===== src/rtl/multi_clock_generator_if.sv =====
// ---------------------------------------------------------------------------
// multi_clock_generator_if
//   Configuration, control and output bundle for multi_clock_generator.
//   master : drives cfg_*, run, restart; observes tick, level, done
//   slave  : the generator itself
// Signals:
//   cfg_we       period write strobe (one cycle)
//   cfg_ch       target channel of the write
//   cfg_div      new period in clock cycles
//   cfg_oneshot  new one-shot mode bit, written together with cfg_div
//   run          per-channel count enable (level)
//   restart      per-channel synchronous restart pulse
//   tick         per-channel one-cycle pulse once per period
//   level        per-channel square wave
//   done         per-channel one-shot completion flag
// ---------------------------------------------------------------------------
interface multi_clock_generator_if #(
  parameter int NUM_CH = 2,
  parameter int CNT_W  = 32,
  parameter int CH_W   = (NUM_CH > 1) ? $clog2(NUM_CH) : 1
);
  logic              cfg_we;
  logic [CH_W-1:0]   cfg_ch;
  logic [CNT_W-1:0]  cfg_div;
  logic              cfg_oneshot;
  logic [NUM_CH-1:0] run;
  logic [NUM_CH-1:0] restart;
  logic [NUM_CH-1:0] tick;
  logic [NUM_CH-1:0] level;
  logic [NUM_CH-1:0] done;

  modport master (
    output cfg_we, cfg_ch, cfg_div, cfg_oneshot, run, restart,
    input  tick, level, done
  );

  modport slave (
    input  cfg_we, cfg_ch, cfg_div, cfg_oneshot, run, restart,
    output tick, level, done
  );
endinterface


===== src/rtl/multi_clock_generator.sv =====
// ---------------------------------------------------------------------------
// multi_clock_generator
//   NUM_CH independent programmable timebases derived from the board clock.
//   Each channel counts running edges up to its effective period
//   Pe = max(P, 1) and emits a one-cycle tick plus a square-wave level that
//   is high for Pe>>1 cycles starting with the tick cycle.
// Ports:
//   clock  board clock, all logic on the rising edge
//   reset  asynchronous, active-high reset
//   bus    multi_clock_generator_if.slave (cfg_*, run, restart in;
//          tick, level, done out)
// Optional feature:
//   CLKGEN_ONESHOT_EN  when defined, each channel has a one-shot mode bit and
//                      a done flag; otherwise all channels are periodic,
//                      cfg_oneshot is ignored and done is tied low.
// ---------------------------------------------------------------------------
module multi_clock_generator #(
  parameter int NUM_CH      = 2,
  parameter int CNT_W       = 32,
  parameter int DEFAULT_DIV = 50000000
) (
  input logic clock,
  input logic reset,
  multi_clock_generator_if.slave bus
);

  localparam int CH_W = (NUM_CH > 1) ? $clog2(NUM_CH) : 1;

  logic [NUM_CH-1:0] w_tick;
  logic [NUM_CH-1:0] w_level;
  logic [NUM_CH-1:0] w_done;

  for (genvar gi = 0; gi < NUM_CH; gi++) begin : g_ch
    logic [CNT_W-1:0] r_period;
    logic [CNT_W-1:0] r_cnt;
    logic             r_tick;
    logic             r_level;
    logic [CNT_W-1:0] w_pe;
    logic [CNT_W-1:0] w_half;
    logic             w_wrSel;
    logic             w_wrap;
    logic             w_halfHit;
    logic             w_hold;

    // A zero period behaves like a period of one.
    assign w_pe      = (r_period == '0) ? CNT_W'(1) : r_period;
    assign w_half    = w_pe >> 1;
    // Comparing against this channel's index also discards out-of-range cfg_ch.
    assign w_wrSel   = bus.cfg_we && (bus.cfg_ch == CH_W'(gi));
    // >= rather than == so a shrunk period still wraps on the next edge.
    assign w_wrap    = (r_cnt >= (w_pe - CNT_W'(1)));
    // For Pe = 1 this compares against all-ones, but the wrap branch wins.
    assign w_halfHit = (r_cnt == (w_half - CNT_W'(1)));

    // Period register: new value is used from the edge after the write.
    always_ff @(posedge clock or posedge reset) begin
      if (reset) begin
        r_period <= CNT_W'(DEFAULT_DIV);
      end else if (w_wrSel) begin
        r_period <= bus.cfg_div;
      end
    end

    // Counter, tick and level, with restart > one-shot hold > run gating.
    always_ff @(posedge clock or posedge reset) begin
      if (reset) begin
        r_cnt   <= '0;
        r_tick  <= 1'b0;
        r_level <= 1'b0;
      end else if (bus.restart[gi]) begin
        r_cnt   <= '0;
        r_tick  <= 1'b0;
        r_level <= 1'b0;
      end else if (w_hold || !bus.run[gi]) begin
        r_tick  <= 1'b0;
      end else if (w_wrap) begin
        r_cnt   <= '0;
        r_tick  <= 1'b1;
        r_level <= 1'b1;
      end else begin
        r_cnt   <= r_cnt + CNT_W'(1);
        r_tick  <= 1'b0;
        if (w_halfHit) begin
          r_level <= 1'b0;
        end
      end
    end

`ifdef CLKGEN_ONESHOT_EN
    logic r_os;
    logic r_done;

    assign w_hold = r_os && r_done;

    // Mode bit and completion flag; a write clearing the mode bit also
    // clears done, even if the same edge would have completed the shot.
    always_ff @(posedge clock or posedge reset) begin
      if (reset) begin
        r_os   <= 1'b0;
        r_done <= 1'b0;
      end else begin
        if (w_wrSel) begin
          r_os <= bus.cfg_oneshot;
        end
        if (w_wrSel && !bus.cfg_oneshot) begin
          r_done <= 1'b0;
        end else if (bus.restart[gi]) begin
          r_done <= 1'b0;
        end else if (!w_hold && bus.run[gi] && w_wrap && r_os) begin
          r_done <= 1'b1;
        end
      end
    end

    assign w_done[gi] = r_done;
`else
    assign w_hold = 1'b0;
`endif

    assign w_tick[gi]  = r_tick;
    assign w_level[gi] = r_level;
  end

`ifndef CLKGEN_ONESHOT_EN
  logic w_unusedOneshot;
  assign w_unusedOneshot = bus.cfg_oneshot;
  assign w_done          = '0;
`endif

  assign bus.tick  = w_tick;
  assign bus.level = w_level;
  assign bus.done  = w_done;

endmodule


===== src/flat_wrapper.sv =====
// flat-port wrapper written by rule: the top's interface ports become plain ports
module multi_clock_generator_flat 
#(
  parameter int NUM_CH      = 2,
  parameter int CNT_W       = 32,
  parameter int DEFAULT_DIV = 50000000
)
  (clock, reset, bus_cfg_we, bus_cfg_ch, bus_cfg_div, bus_cfg_oneshot, bus_run, bus_restart, bus_tick, bus_level, bus_done);
  multi_clock_generator_if #(.NUM_CH(NUM_CH), .CNT_W(CNT_W)) bus_i ();
  input logic clock;
  input logic reset;
  input wire logic [$bits(bus_i.cfg_we)-1:0] bus_cfg_we;
  input wire logic [$bits(bus_i.cfg_ch)-1:0] bus_cfg_ch;
  input wire logic [$bits(bus_i.cfg_div)-1:0] bus_cfg_div;
  input wire logic [$bits(bus_i.cfg_oneshot)-1:0] bus_cfg_oneshot;
  input wire logic [$bits(bus_i.run)-1:0] bus_run;
  input wire logic [$bits(bus_i.restart)-1:0] bus_restart;
  output wire logic [$bits(bus_i.tick)-1:0] bus_tick;
  output wire logic [$bits(bus_i.level)-1:0] bus_level;
  output wire logic [$bits(bus_i.done)-1:0] bus_done;
  assign bus_i.cfg_we = bus_cfg_we;
  assign bus_i.cfg_ch = bus_cfg_ch;
  assign bus_i.cfg_div = bus_cfg_div;
  assign bus_i.cfg_oneshot = bus_cfg_oneshot;
  assign bus_i.run = bus_run;
  assign bus_i.restart = bus_restart;
  assign bus_tick = bus_i.tick;
  assign bus_level = bus_i.level;
  assign bus_done = bus_i.done;
  multi_clock_generator #(.NUM_CH(NUM_CH), .CNT_W(CNT_W), .DEFAULT_DIV(DEFAULT_DIV)) u_core (.clock(clock), .reset(reset), .bus(bus_i));
endmodule

===== config.mk =====
export PLATFORM = sky130hd
export DESIGN_NAME = multi_clock_generator_flat
export DESIGN_NICKNAME = d
export VERILOG_FILES = /design/src/rtl/multi_clock_generator_if.sv /design/src/rtl/multi_clock_generator.sv /design/src/flat_wrapper.sv
export SDC_FILE = /design/constraint.sdc
export NUM_CORES = 1
export LEC_CHECK = 0
export BUFFER_PORTS_ARGS = -buffer_cell sky130_fd_sc_hd__buf_2
export CORE_MARGIN = 8
export CORE_UTILIZATION = 40
export CTS_CLUSTER_SIZE = 16
export DETAILED_ROUTE_END_ITERATION = 8
export PLACE_DENSITY_LB_ADDON = 0.08
export SYNTH_ARGS = -nofsm -noshare
export SYNTH_HDL_FRONTEND = slang
export SYNTH_SLANG_ARGS = --single-unit

===== constraint.sdc =====
create_clock -name clock -period 6.9 [get_ports clock]
set_input_delay 1.38 -clock clock [delete_from_list [all_inputs] [get_ports clock]]
set_output_delay 1.38 -clock clock [all_outputs]
set_load 0.03 [all_outputs]

; Word-level counts from Yosys, hierarchy flattened
; Cells that the tools add are included.
[word_totals]
reg_bits = 132
word_cells = 51
[op_classes]
add_sub_neg = 6
order_cmp = 2
eq_ne = 2
mux = 22
bitwise_logic = 1
n_reduce_logical = 10
[op_table]
columns = op, count
row1 = 32-bit 2-to-1 mux, 8
row2 = 32-bit by 1-bit adder with 32-bit output (second input constant), 2
row3 = 32-bit == test, 2
row4 = 32-bit >= comparator, 2
row5 = 32-bit zero test, 2
row6 = 31-bit by 1-bit subtractor with 32-bit output (second input constant), 2
row7 = 32-bit by 1-bit subtractor with 32-bit output (second input constant), 2
row8 = 1-bit 2-to-1 mux, 14
row9 = 3-bit nonzero test, 2
row10 = 2-bit AND reduction, 2
row11 = 2-bit nonzero test, 2
row12 = 1-bit logical AND, 2
row13 = 1-bit NOT, 1

; Longest topological paths before layout
[logic_depth]
ltp_word = 8
depth_mapped = 24
mapped_depth_nobuf = 20

; Worst setup path before layout
; OpenSTA, ideal clock, no wires.
[synth_path]
path_type = flip-flop to flip-flop
from = register u_core.g_ch[0].r_period[22]
to = register u_core.g_ch[0].r_cnt[18]
arrival_ns = 4.769
required_ns = 6.818
path_slack_ns = 2.049
path_stages_with_launch = 24
synth_period_minus_slack_ns = 4.851
cell_sequence = dfstp_2 clkbuf_1 nor4_1 nand4_1 nor3_2 nor2_1 ha_1 nand4b_1 nor3_1 nand2_1 nor3_2 nor4b_2 nand2_1 xor2_1 ha_1 a21o_1 a21o_1 a211oi_1 o21ai_0 nor3_1 buf_2 buf_2 o21ai_0 a31oi_1
[synth_via]
elab_chain_len = 7
[synth_lines]
columns = element, line_no
row1 = from (decl), multi_clock_generator.sv:34  ; logic [CNT_W-1:0] r_period;
row2 = from (signal assigned), multi_clock_generator.sv:58  ; r_period <= CNT_W'(DEFAULT_DIV);
row3 = from (signal assigned), multi_clock_generator.sv:60  ; r_period <= bus.cfg_div;
row4 = 32-bit zero test, multi_clock_generator.sv:46  ; assign w_pe = (r_period == '0) ? CNT_W'(1) : r_period;
row5 = 32-bit 2-to-1 mux *, multi_clock_generator.sv:46
row6 = 32-bit by 1-bit subtractor with 32-bit output *, multi_clock_generator.sv:51  ; assign w_wrap = (r_cnt >= (w_pe - CNT_W'(1)));
row7 = 32-bit >= comparator *, multi_clock_generator.sv:51
row8 = 32-bit 2-to-1 mux *, multi_clock_generator.sv:76  ; end else if (w_wrap) begin
row9 = 32-bit 2-to-1 mux *, multi_clock_generator.sv:74  ; end else if (w_hold || !bus.run[gi]) begin
row10 = 32-bit 2-to-1 mux *, multi_clock_generator.sv:70  ; end else if (bus.restart[gi]) begin
row11 = to (signal assigned), multi_clock_generator.sv:81  ; r_cnt <= r_cnt + CNT_W'(1);
row12 = to (decl), multi_clock_generator.sv:35  ; logic [CNT_W-1:0] r_cnt;
; Mark *: on every way between the ends. The rest lies on a longest branch, timed or not. The select of a mux whose other input is x is not followed.
; A chain may end at the register's enable or synchronous reset.

; Final worst setup path
[layout_path]
from = register u_core.g_ch[1].r_period[6]
to = register u_core.g_ch[1].r_cnt[14]
[layout_via]
elab_chain_len = 7
[layout_lines]
columns = element, line_no
row1 = from (decl), multi_clock_generator.sv:34
row2 = from (signal assigned), multi_clock_generator.sv:58
row3 = from (signal assigned), multi_clock_generator.sv:60
row4 = 32-bit zero test, multi_clock_generator.sv:46
row5 = 32-bit 2-to-1 mux *, multi_clock_generator.sv:46
row6 = 32-bit by 1-bit subtractor with 32-bit output *, multi_clock_generator.sv:51
row7 = 32-bit >= comparator *, multi_clock_generator.sv:51
row8 = 32-bit 2-to-1 mux *, multi_clock_generator.sv:76
row9 = 32-bit 2-to-1 mux *, multi_clock_generator.sv:74
row10 = 32-bit 2-to-1 mux *, multi_clock_generator.sv:70
row11 = to (signal assigned), multi_clock_generator.sv:81
row12 = to (decl), multi_clock_generator.sv:35
; Marks and branches as above.

==> results.rst <==
.. list-table::
   :header-rows: 1

   * - Metric
     - Value
   * - Warnings from Yosys
     - 0
   * - Clk pin slew, worst setup/hold paths
     - 0.06 ns
   * - Post-synthesis share of cell area spent on full adders, half adders and majority gates
     - 8.40%
   * - Final setup violation count
     - 0
   * - Worst supply voltage drop on vdd
     - 0.000135 V
   * - Fraction of synthesized cell area in xor and xnor cells
     - 12.9%
   * - Number of port buffers
     - 43
   * - Buffer type at the clock tree root
     - clkbuf_16
   * - CTS tree
     - done
   * - Number of nets with antenna violations after routing
     - 0
   * - Number of standard cells in the layout, taps in and fillers out
     - 1531
   * - Initial standard-cell utilization of the core
     - 40.2%
   * - Buffers from clock root to sink, at most
     - 2
   * - Capturing element type of the critical path
     - flop
   * - Max-cap check violation count
     - 0
   * - Share of the cycle needed by the critical path after routing
     - 84.3%
   * - Remaining max-slew budget at the tightest pin
     - 30.6%
   * - Maximum achievable frequency
     - 0.172 GHz
   * - Reg-to-reg critical path startpoint
     - u_core.g_ch[1].r_period[6]$_DFFE_PP0P_
   * - Summed instance area of the synthesized netlist
     - 10700 µm²
   * - Layout cells sized above 1
     - 17.2%
   * - Routed len/inst
     - 18.5 µm
   * - Setup crit start kind
     - flop
   * - Cell row count
     - 60
   * - Largest fanout on the critical path
     - 24
   * - Die area
     - 32300 µm²
   * - Syn Area/Cell
     - 8.98 µm²
   * - RePlAce Congestion
     - 0.883
   * - CTS Buf Count
     - 17
   * - Total Nets Final
     - 1290
   * - Area added between synthesis and finish
     - 9.54%
   * - Quantity of gates resized following cts
     - 0
   * - PwrDens
     - 217 nW/µm²
   * - LEAKAGE
     - 4.89 nW
   * - Clock network latency to the later pin of the worst-skew pair
     - 0.43 ns
   * - Placeable Area
     - 26700 µm²
   * - GR Overflow Total
     - 0
   * - Via density per instance
     - 5.66
   * - Die Y-Extent
     - 180 µm
   * - Setup repair bufs after CTS
     - 0
   * - Placed wire-length estimate after detailed placement
     - 21200 µm
   * - Simple-gate share of the synthesized area
     - 21.8%
   * - Synthesized-area fraction occupied by ao, oa, aoi and oai cells
     - 13.4%
   * - Top cells by area in the synthesized netlist
     - dfrtp_1 (25%), ha_1 (8.4%), xnor2_1 (7.5%), mux2_2 (6.6%), dfstp_2 (5.9%)
   * - Most frequently used cell type in the post-synthesis netlist
     - dfrtp_1
   * - Final sum of negative setup slack
     - 0 ns
   * - Status
     - finished clean
   * - First-pass GRT wire length
     - 45800 µm
   * - Fraction of synthesized area in multiplexers
     - 7.64%
   * - Seq cells post-synth
     - 132
   * - Type of the most critical hold path
     - reg2reg
   * - Initial antenna violation count
     - 0
   * - Signal arrival time at the worst endpoint
     - 6.17 ns
   * - DRC errors left
     - 0
   * - Unrepaired setup endpoints after global routing
     - false
   * - Count of inserted antenna diode cells
     - 0
   * - Syn Inst Count
     - 1194
   * - Number of DRC markers in iteration 0
     - 596
   * - Setup CP Type
     - reg2reg
   * - Number of placed instances with taps included
     - 1499
   * - Chip Width
     - 180 µm
   * - Overall power consumption
     - 2.55 mW
   * - Count of distinct cell types in the synthesized netlist
     - 78
   * - Maximum number of pins on one net before global-route repair
     - 86
   * - Critical Path Source
     - u_core.g_ch[1].r_period[6]$_DFFE_PP0P_
   * - Total iterations of the first detailed-routing run
     - 5
   * - Number of sinks on the clock net
     - 132
   * - Wire length reported by the detailed router
     - 28300 µm
   * - Total count of max-transition violations in the final report
     - 0
   * - Vias in the first global route
     - 8133
   * - Startpoint of the lowest-slack hold path
     - u_core.g_ch[0].r_level$_DFFE_PP0P_
   * - Combined global-route utilization of all metal layers
     - 17.3%
   * - Cts hold-fix bufs
     - 0
   * - Share of synthesized flip-flops with an asynchronous set or reset
     - 100%
   * - Critical Path RT
     - 7.25 ns
   * - Total number of vias
     - 8669
   * - Setup Skew
     - 0.0145 ns
   * - Number of flops mapped to enable cells by yosys
     - 0
   * - Cell accounting for the most synthesized area
     - dfrtp_1
   * - Boundary pin count
     - 47
   * - Leading cell types by count after synthesis
     - dfrtp_1 (108), nand2_1 (92), xnor2_1 (92)
   * - H-Tree Level Count
     - 4
   * - Top flip-flop cell by instance count after synthesis
     - dfrtp_1
   * - Final count of hold timing violations
     - 0
   * - Sequential share of the synthesized area
     - 31.1%
   * - Layout fillers
     - 2594
   * - Final critical path time including I/O delays and setup
     - 5.82 ns
   * - Largest family of logic cells by synthesized area
     - simple AND/OR/NAND/NOR gates
   * - Share of the synthesized area in the top cell type
     - 25.2%
   * - Slew at the pin with the worst max-slew slack
     - 1.03 ns
[final timing paths]
path,cells after the start,slack (ns),endpoint
max in group asynchronous,3,4.59,u_core.g_ch[1].r_period[10]$_DFFE_PP0P_
hold reg to reg,2,0.54,u_core.g_ch[0].r_level$_DFFE_PP0P_
min in group asynchronous,2,1.12,u_core.g_ch[0].r_cnt[0]$_DFFE_PP0P_
hold / removal,2,0.54,u_core.g_ch[0].r_level$_DFFE_PP0P_
setup reg to reg,19,1.08,u_core.g_ch[1].r_cnt[14]$_DFFE_PP0P_
setup / recovery,19,1.08,u_core.g_ch[1].r_cnt[14]$_DFFE_PP0P_
[per-stage QoR]
| step | cell area, µm² | utilization, % | setup slack (ns) | hold WS (ns) |
|---|---|---|---|---|
| 2_1_floorplan | 10700 | - | 2.03 | 0.501 |
| 6_report | 11700 | 44.1 | 1.08 | 0.544 |
| 5_1_grt | 11700 | 44.1 | 0.632 | 0.573 |
| 3_3_place_gp | 11100 | 41.5 | 1.30 | 0.531 |
| 4_1_cts | 11700 | 44.1 | 1.15 | 0.553 |
| 3_5_place_dp | 11100 | 41.5 | 1.20 | 0.545 |
[layer usage]
| metal | vias to the layer above | track usage (%) | wire, µm |
|---|---|---|---|
| li1 | 4284 | - | - |
| met1 | 4196 | 26.4 | 15100 |
| met2 | 169 | 24.9 | 11900 |
| met3 | 20 | 2.82 | 1050 |
| met4 | 0 | 3.53 | 199 |
| met5 | - | 0 | 0 |
[worst max-delay path, cell delays in order (launching register included)]
cell	delay, ns
dfrtp_1	0.47
nor4_2	0.64
nand4_1	0.45
nor3_2	0.41
a21oi_2	0.21
ha_1	0.26
nand2_1	0.10
nor2_1	0.10
nand3_1	0.29
nor2_1	0.09
xnor2_1	0.14
ha_1	0.31
a2111oi_0	0.40
a21oi_1	0.13
o21ai_0	0.22
nand3_1	0.19
a211oi_4	0.60
buf_4	0.38
a41oi_1	0.16
a31oi_1	0.16
[kinds of logic after synthesis]
family,after synthesis
flops,132
fa+ha+maj,72
buf+inv,111
xor+xnor,158
mux,74
other cells,1
compound gates,213
simple gates,433
[cell type report]
class	instances	area (µm²)	area share, %
multi-input cells	952	6920	58.9
flip-flops and latches	132	3330	28.4
clock buffers	24	502	4.27
well taps	341	427	3.63
repair buffers	54	298	2.53
clock inverters	8	193	1.64
inverters	20	80.1	0.682
[report_power, final]
group,total [mW],switching [mW],internal [mW]
sequential,0.991,0.140,0.851
combinational,0.483,0.253,0.230
clock,1.08,0.351,0.726
[registers in the layout (all words and copies together) (netlist names)]
name,flops
u_core.g_ch.r_period,64
u_core.g_ch.r_tick,2
u_core.g_ch.r_level,2
u_core.g_ch.r_cnt,64
[layout by cell type, fill, tap and decap left out, types with 7 or more instances in the layout]
cell type	Yosys	routed
dfstp_2	24	24
or3_1	7	7
clkbuf_16	0	17
nand3b_1	9	9
inv_1	20	19
o21ai_0	37	37
dfrtp_1	108	108
a21oi_1	39	39
a31oi_1	34	34
o211ai_1	7	7
nand3_1	57	57
ha_1	72	72
and3_1	29	29
xor2_1	66	66
and2_1	10	10
nor4_1	27	27
nor2_1	70	69
a22o_1	11	11
mux2_2	63	63
nand2b_1	21	21
buf_2	19	43
a21o_1	23	23
nand4_1	29	29
a41oi_1	7	7
nand2_1	92	92
nor3_1	35	34
a211oi_1	9	8
buf_4	8	11
mux2i_1	11	11
xnor2_1	92	92
(Power assumes the default switching activity.)
